[config.mk]
export PLATFORM = sky130hd
export DESIGN_NAME = uart_rx_sampler
export DESIGN_NICKNAME = d
export VERILOG_FILES = /design/src/rtl/uart_pkg.sv /design/src/rtl/uart_sync2.sv /design/src/rtl/uart_rx_sampler.sv
export SDC_FILE = /design/constraint.sdc
export NUM_CORES = 1
export LEC_CHECK = 0
export CAP_MARGIN = 20
export CELL_PAD_IN_SITES_DETAIL_PLACEMENT = 0
export CELL_PAD_IN_SITES_GLOBAL_PLACEMENT = 2
export CORE_MARGIN = 4
export CORE_UTILIZATION = 37
export DETAILED_ROUTE_END_ITERATION = 10
export PLACE_DENSITY_LB_ADDON = 0.1
export RECOVER_POWER = 25
export SLEW_MARGIN = 40
export SYNTH_ARGS = -nofsm -noshare
export SYNTH_HDL_FRONTEND = slang
export SYNTH_SLANG_ARGS = --single-unit
[constraint.sdc]
create_clock -name wb_clk_i -period 22 [get_ports wb_clk_i]
set_input_delay 6.6 -clock wb_clk_i [delete_from_list [all_inputs] [get_ports wb_clk_i]]
set_output_delay 6.6 -clock wb_clk_i [all_outputs]
set_load 0.05 [all_outputs]
[src/rtl/uart_pkg.sv]
// Shared types and constants for the user-project UART.
package uart_pkg;

    localparam int UART_DATA_BITS   = 8;
    localparam int UART_MIN_CLK_DIV = 4;

    typedef enum logic [2:0] {
        WAIT_IDLE = 3'd0,
        IDLE      = 3'd1,
        START     = 3'd2,
        DATA      = 3'd3,
        STOP      = 3'd4
    } uart_rx_state_e;

    // Clocks-per-bit below the supported minimum would leave no room for a mid-bit sample.
    function automatic logic [31:0] uart_clamp_div(input logic [31:0] clk_div,
                                                   input int          min_div);
        logic [31:0] min_v;
        min_v = 32'(min_div);
        return (clk_div < min_v) ? min_v : clk_div;
    endfunction

endpackage

[src/rtl/uart_sync2.sv]
// Two-flop synchroniser for asynchronous pad inputs; reset value is a parameter so
// idle-high lines come out of reset looking idle.
module uart_sync2 #(
    parameter logic RESET_VAL = 1'b1
) (
    input  logic clk,
    input  logic rst,
    input  logic d,
    output logic q
);

    logic meta_q;
    logic sync_q;

    always_ff @(posedge clk) begin
        // NOTE: non-blocking assignments so both stages shift on the same edge.
        if (rst) begin
            meta_q <= RESET_VAL;
            sync_q <= RESET_VAL;
        end else begin
            meta_q <= d;
            sync_q <= meta_q;
        end
    end

    assign q = sync_q;

endmodule

[src/rtl/uart_rx_sampler.sv]
// Oversampling 8N1 receiver: synchronises rx, validates the start bit, samples each
// bit at its centre and hands bytes out on a valid/ready port with framing/overrun flags.
module uart_rx_sampler
    import uart_pkg::*;
#(
    parameter int DATA_BITS   = UART_DATA_BITS,
    parameter int MIN_CLK_DIV = UART_MIN_CLK_DIV
) (
    input  logic                 wb_clk_i,
    input  logic                 wb_rst_i,
    input  logic [31:0]          clk_div,
    input  logic                 rx,
    output logic [DATA_BITS-1:0] o_data,
    output logic                 o_valid,
    input  logic                 i_ready,
    output logic                 o_frame_err,
    output logic                 o_overrun,
    input  logic                 i_clr_ovr,
    output logic                 o_busy
);

    localparam int               IDX_W    = (DATA_BITS > 1) ? $clog2(DATA_BITS) : 1;
    localparam logic [IDX_W-1:0] LAST_IDX = IDX_W'(DATA_BITS - 1);

    uart_rx_state_e       state_q, state_d;
    logic [31:0]          cnt_q, cnt_d;
    logic [IDX_W-1:0]     idx_q, idx_d;
    logic [DATA_BITS-1:0] shift_q, shift_d;
    logic [DATA_BITS-1:0] data_q, data_d;
    logic                 valid_q, valid_d;
    logic                 frame_err_q, frame_err_d;
    logic                 ovr_q, ovr_d;
    logic                 prev_q, prev_d;
    logic [1:0]           settle_q, settle_d;

    logic                 rx_sync;
    logic [31:0]          div;
    logic [31:0]          half;

    uart_sync2 #(
        .RESET_VAL (1'b1)
    ) u_rx_sync (
        .clk (wb_clk_i),
        .rst (wb_rst_i),
        .d   (rx),
        .q   (rx_sync)
    );

    assign div  = uart_clamp_div(clk_div, MIN_CLK_DIV);
    assign half = div >> 1;

    always_comb begin
        // NOTE: every signal gets its default first so no branch can infer a latch.
        state_d     = state_q;
        cnt_d       = '0;
        idx_d       = idx_q;
        shift_d     = shift_q;
        data_d      = data_q;
        valid_d     = valid_q & ~i_ready;
        frame_err_d = 1'b0;
        ovr_d       = ovr_q & ~i_clr_ovr;
        prev_d      = rx_sync;
        settle_d    = {settle_q[0], 1'b1};

        unique case (state_q)
            WAIT_IDLE: begin
                // The synchroniser's reset ones are stale until two real samples arrive.
                if (settle_q[1] && rx_sync) begin
                    state_d = IDLE;
                end
            end

            IDLE: begin
                idx_d = '0;
                if (prev_q && !rx_sync) begin
                    state_d = START;
                end
            end

            START: begin
                if (cnt_q == half - 32'd1) begin
                    state_d = rx_sync ? IDLE : DATA;
                end else begin
                    cnt_d = cnt_q + 32'd1;
                end
            end

            DATA: begin
                if (cnt_q == div - 32'd1) begin
                    shift_d              = shift_q >> 1;
                    shift_d[DATA_BITS-1] = rx_sync;
                    idx_d                = idx_q + IDX_W'(1);
                    if (idx_q == LAST_IDX) begin
                        state_d = STOP;
                    end
                end else begin
                    cnt_d = cnt_q + 32'd1;
                end
            end

            STOP: begin
                if (cnt_q == div - 32'd1) begin
                    if (rx_sync) begin
                        state_d = IDLE;
                        // A slot freed by this cycle's transfer may be refilled at once.
                        if (!valid_q || i_ready) begin
                            data_d  = shift_q;
                            valid_d = 1'b1;
                        end else begin
                            ovr_d = 1'b1;
                        end
                    end else begin
                        frame_err_d = 1'b1;
                        state_d     = WAIT_IDLE;
                    end
                end else begin
                    cnt_d = cnt_q + 32'd1;
                end
            end

            default: begin
                state_d = WAIT_IDLE;
            end
        endcase
    end

    always_ff @(posedge wb_clk_i) begin
        if (wb_rst_i) begin
            state_q     <= WAIT_IDLE;
            cnt_q       <= '0;
            idx_q       <= '0;
            shift_q     <= '0;
            data_q      <= '0;
            valid_q     <= 1'b0;
            frame_err_q <= 1'b0;
            ovr_q       <= 1'b0;
            prev_q      <= 1'b1;
            settle_q    <= '0;
        end else begin
            state_q     <= state_d;
            cnt_q       <= cnt_d;
            idx_q       <= idx_d;
            shift_q     <= shift_d;
            data_q      <= data_d;
            valid_q     <= valid_d;
            frame_err_q <= frame_err_d;
            ovr_q       <= ovr_d;
            prev_q      <= prev_d;
            settle_q    <= settle_d;
        end
    end

    assign o_data      = data_q;
    assign o_valid     = valid_q;
    assign o_frame_err = frame_err_q;
    assign o_overrun   = ovr_q;
    assign o_busy      = state_q inside {START, DATA, STOP};

endmodule

==> metrics.md <==
| Metric | Value |
|---|---|
| Post-cts resize count | 0 |
| DIE AREA | 0.0162 mm² |
| Predominant post-synthesis flop cell | dfxtp_1 |
| Cell Rows | 43 |
| Via Count | roughly 5,400 |
| Die Y | 127 µm |
| Setup violators final | 0 |
| Sequential power share | 36.8% |
| Tightest Pin Transition | 1.34 ns |
| Status | finished clean |
| Synth warnings | 0 |
| Dpl ws | roughly 9 ns |
| WHS | 0.418 ns |
| Clk buf depth | 2 |
| Post-CTS Setup Bufs | 0 |
| CTS tree | built |
| Vias/cell | 6.14 |
| Setup TNS | 0 ns |
| Final hold viol count | 0 |
| Clk slew on worst S/H paths | about 0.06 ns |
| Synth Net Count | 726 |
| VDD IR max | 29.4 µV |
| Top cell type's share of synthesized area | between 20% and 30% |
| Detailed Place HPWL | 15,700 µm |
| Power Dens Cells | just over 50 mW/mm² |
| GP Congestion | 1.02 |
| RSZ-0062 raised after global routing | false |
| # DRC | 0 |
| P_sw | roughly 0.090 mW |
| CTS H-tree lvls | 3 |
| Post-route clock skew | 0.00778 ns |
| CTS Root Cell | clkbuf_16 |
| Switching part of the total | 29.0% |
| Initial Utilization | 37.9% |
| Initial antenna violation count | 0 |
| Core area | between 0.01 and 0.015 mm² |
| Port Buf Inserts | 48 |
| Count leader, synth | xnor2_1 |
| Area Growth Syn to Fin | 16.5% |
| Cell leakage power | 2.01 nW |
| Clk sink count | 62 |
| Io pins | about 50 |
| Max-Cap Viols | 0 |
| Share of cells above drive strength 1 | 8.13% |
| CTS buffer count | 9 |
| EDFF count, synth | 0 |
| Logic pwr share | 14.9% |
| Critical Path AT | 13.43 ns |
| ANT nets after route | 0 |
| Largest net degree at the start of global routing | 33 |
| Period minus WS final | 13.22 ns |
| Final period utilization | 60.1% |
| Hold Buf Count CTS | 0 |
| Seq cells post-synth | 62 |
| Cell count after placement | 865 |
| First-pass GRT wire length | 31,200 µm |
| Vias in the first global route | 5,160 |
| Startpoint types | primary input |
| Fin nets | between 700 and 800 |
| Worst skew pair latency | 0.35 ns |
| Slew margin rel. | 9.65% |
| HP Class | flop to flop |
| Gate count after technology mapping | 684 |
| List of most frequent post-synthesis cells | xnor2_1, dfxtp_1, nand2_1 |
| CP required | between 20 and 25 ns |
| Gr ovfl total | 0 |
| Distinct cells, synth | between 70 and 80 |
| Worst Setup End Kind | flop |
| Clk pwr share | 48.3% |
| Asr flop ratio synth | 0% |
| Final total power | 0.310 mW |
| Final WL | 20,100 µm |
| Routed len/inst | 22.8 µm |
| Fmax | 75.7 MHz |
| Final max-slew violation count | 0 |
| Synthesized cell area | 0.00528 mm² |
| Leading area contributor after synthesis | dfxtp_1 |
| Final WS setup | 8.78 ns |
| Ant diodes | 0 |
| Setup CP Type | primary input to flop |
| Sequential fraction of the synthesis area | 23.5% |
| GRT Total Usage | 25.0% |
| Width of the die | 127 µm |
| Crit path max fanout | 32 |
| Synth area leaders | dfxtp_1, xnor2_1, xor2_1 |
| Internal power | ~0.22 mW |
| Mapped Avg Cell Area | 7.72 µm² |
| Detailed Routing Iterations Pass 1 | 5 |
| Cell Count, Final, Fillers Out | slightly below 900 |
| DR iter-0 viols | between 600 and 700 |
metal layers:
| metal | up-vias | routed length (µm) | GRT usage, % |
|---|---|---|---|
| li1 | 2549 | - | - |
| met3 | 58 | 1270 | 4.01 |
| met5 | - | 0 | 0 |
| met1 | 2572 | 9290 | 35.6 |
| met2 | 227 | 8600 | 36.4 |
| met4 | 0 | 941 | 12.2 |
area by class of cell:
cell class,count,area [µm²]
multi-input combinational,556,3790
tap,180,225
clock buffer,9,225
sequential,62,1240
inverter,10,37.5
timing repair buffer,57,548
clock inverter,7,80.1
fill,1411,7780
state kept, by name, indices dropped and copies added, names as in the netlist:
register and count:
cnt_q 32, idx_q 3, o_data 8, o_frame_err 1, o_overrun 1, o_valid 1, prev_q 1, settle_q 2
shift_q 8, state_q 3, u_rx_sync.meta_q 1, u_rx_sync.q 1
cells in the final DEF, fill, tap and decap left out, types with 6 or more instances in the layout:
cell type and count:
xnor2_1 64, dfxtp_1 62, nand2_1 56, a21oi_1 52, xor2_1 43, nand3_1 40
nor2_1 35, clkdlybuf4s50_1 35, nor4_1 25, nand4_1 22, mux2i_1 21, nor3_1 15
dlygate4sd3_1 13, and3_1 12, o21ai_0 12, or3_1 11, or4_1 10, clkbuf_16 9
buf_4 9, inv_1 8, or2_2 8, a31oi_1 8, nand2b_1 6, a21boi_0 6
a211oi_1 6, o211ai_1 6
stage by stage:
stage / area [µm²] / utilization (%)
detailed placement: 5850 / 42.0
floorplan: 5280 / -
CTS: 6150 / 44.1
global placement: 5830 / 41.8
global route: 6150 / 44.2
finish: 6150 / 44.2
worst max-delay path, cell delays in order:
cell and delay [ns]:
clkdlybuf4s50_1 0.67, nor4_1 0.62, and3_1 0.56, nand3_1 0.32, nand2_1 0.18, ha_1 0.37, or4b_2 0.64, nor3_1 1.08
nand3_1 0.32, or4_1 0.62, a21boi_0 0.27, nand2_1 0.08, nand4b_1 0.34, nand4_1 0.19, buf_4 0.38, a21boi_0 0.14
kinds of logic (layout without fill, tap and decap cells):
logic type	Yosys count	in the layout	synth area share [%]
adder cells (fa/ha/maj)	5	5	1.18
multiplexers	22	22	4.19
buffers and inverters	66	83	5.09
AND/OR/NAND/NOR	284	284	30.8
flip-flops	62	62	23.5
AO/OA/AOI/OAI	138	138	17.5
XOR/XNOR	107	107	17.7
path summary, 6_finish.rpt:
kind / start / to / slack [ns] / cells after the start
setup / recovery: clk_div[3] / cnt_q[1]$_SDFF_PP0_ / 8.78 / 16
hold / removal: u_rx_sync.meta_q$_SDFF_PP1_ / u_rx_sync.q$_SDFF_PP1_ / 0.42 / 1
setup reg to reg: cnt_q[10]$_SDFF_PP0_ / o_data[2]$_SDFFE_PP0P_ / 18.45 / 9
hold reg to reg: u_rx_sync.meta_q$_SDFF_PP1_ / u_rx_sync.q$_SDFF_PP1_ / 0.42 / 1
power by group through the flow:
| stage | combinational (mW) | clock [mW] | sequential, mW |
|---|---|---|---|
| 2_1_floorplan | 0.0275 | 0 | 0.116 |
| 3_3_place_gp | 0.0454 | 0 | 0.116 |
| 3_5_place_dp | 0.0449 | 0 | 0.116 |
| 4_1_cts | 0.0453 | 0.154 | 0.114 |
| 5_1_grt | 0.0493 | 0.158 | 0.114 |
| 6_report | 0.0463 | 0.150 | 0.114 |
No activity file was read; power rests on OpenSTA's default activity.
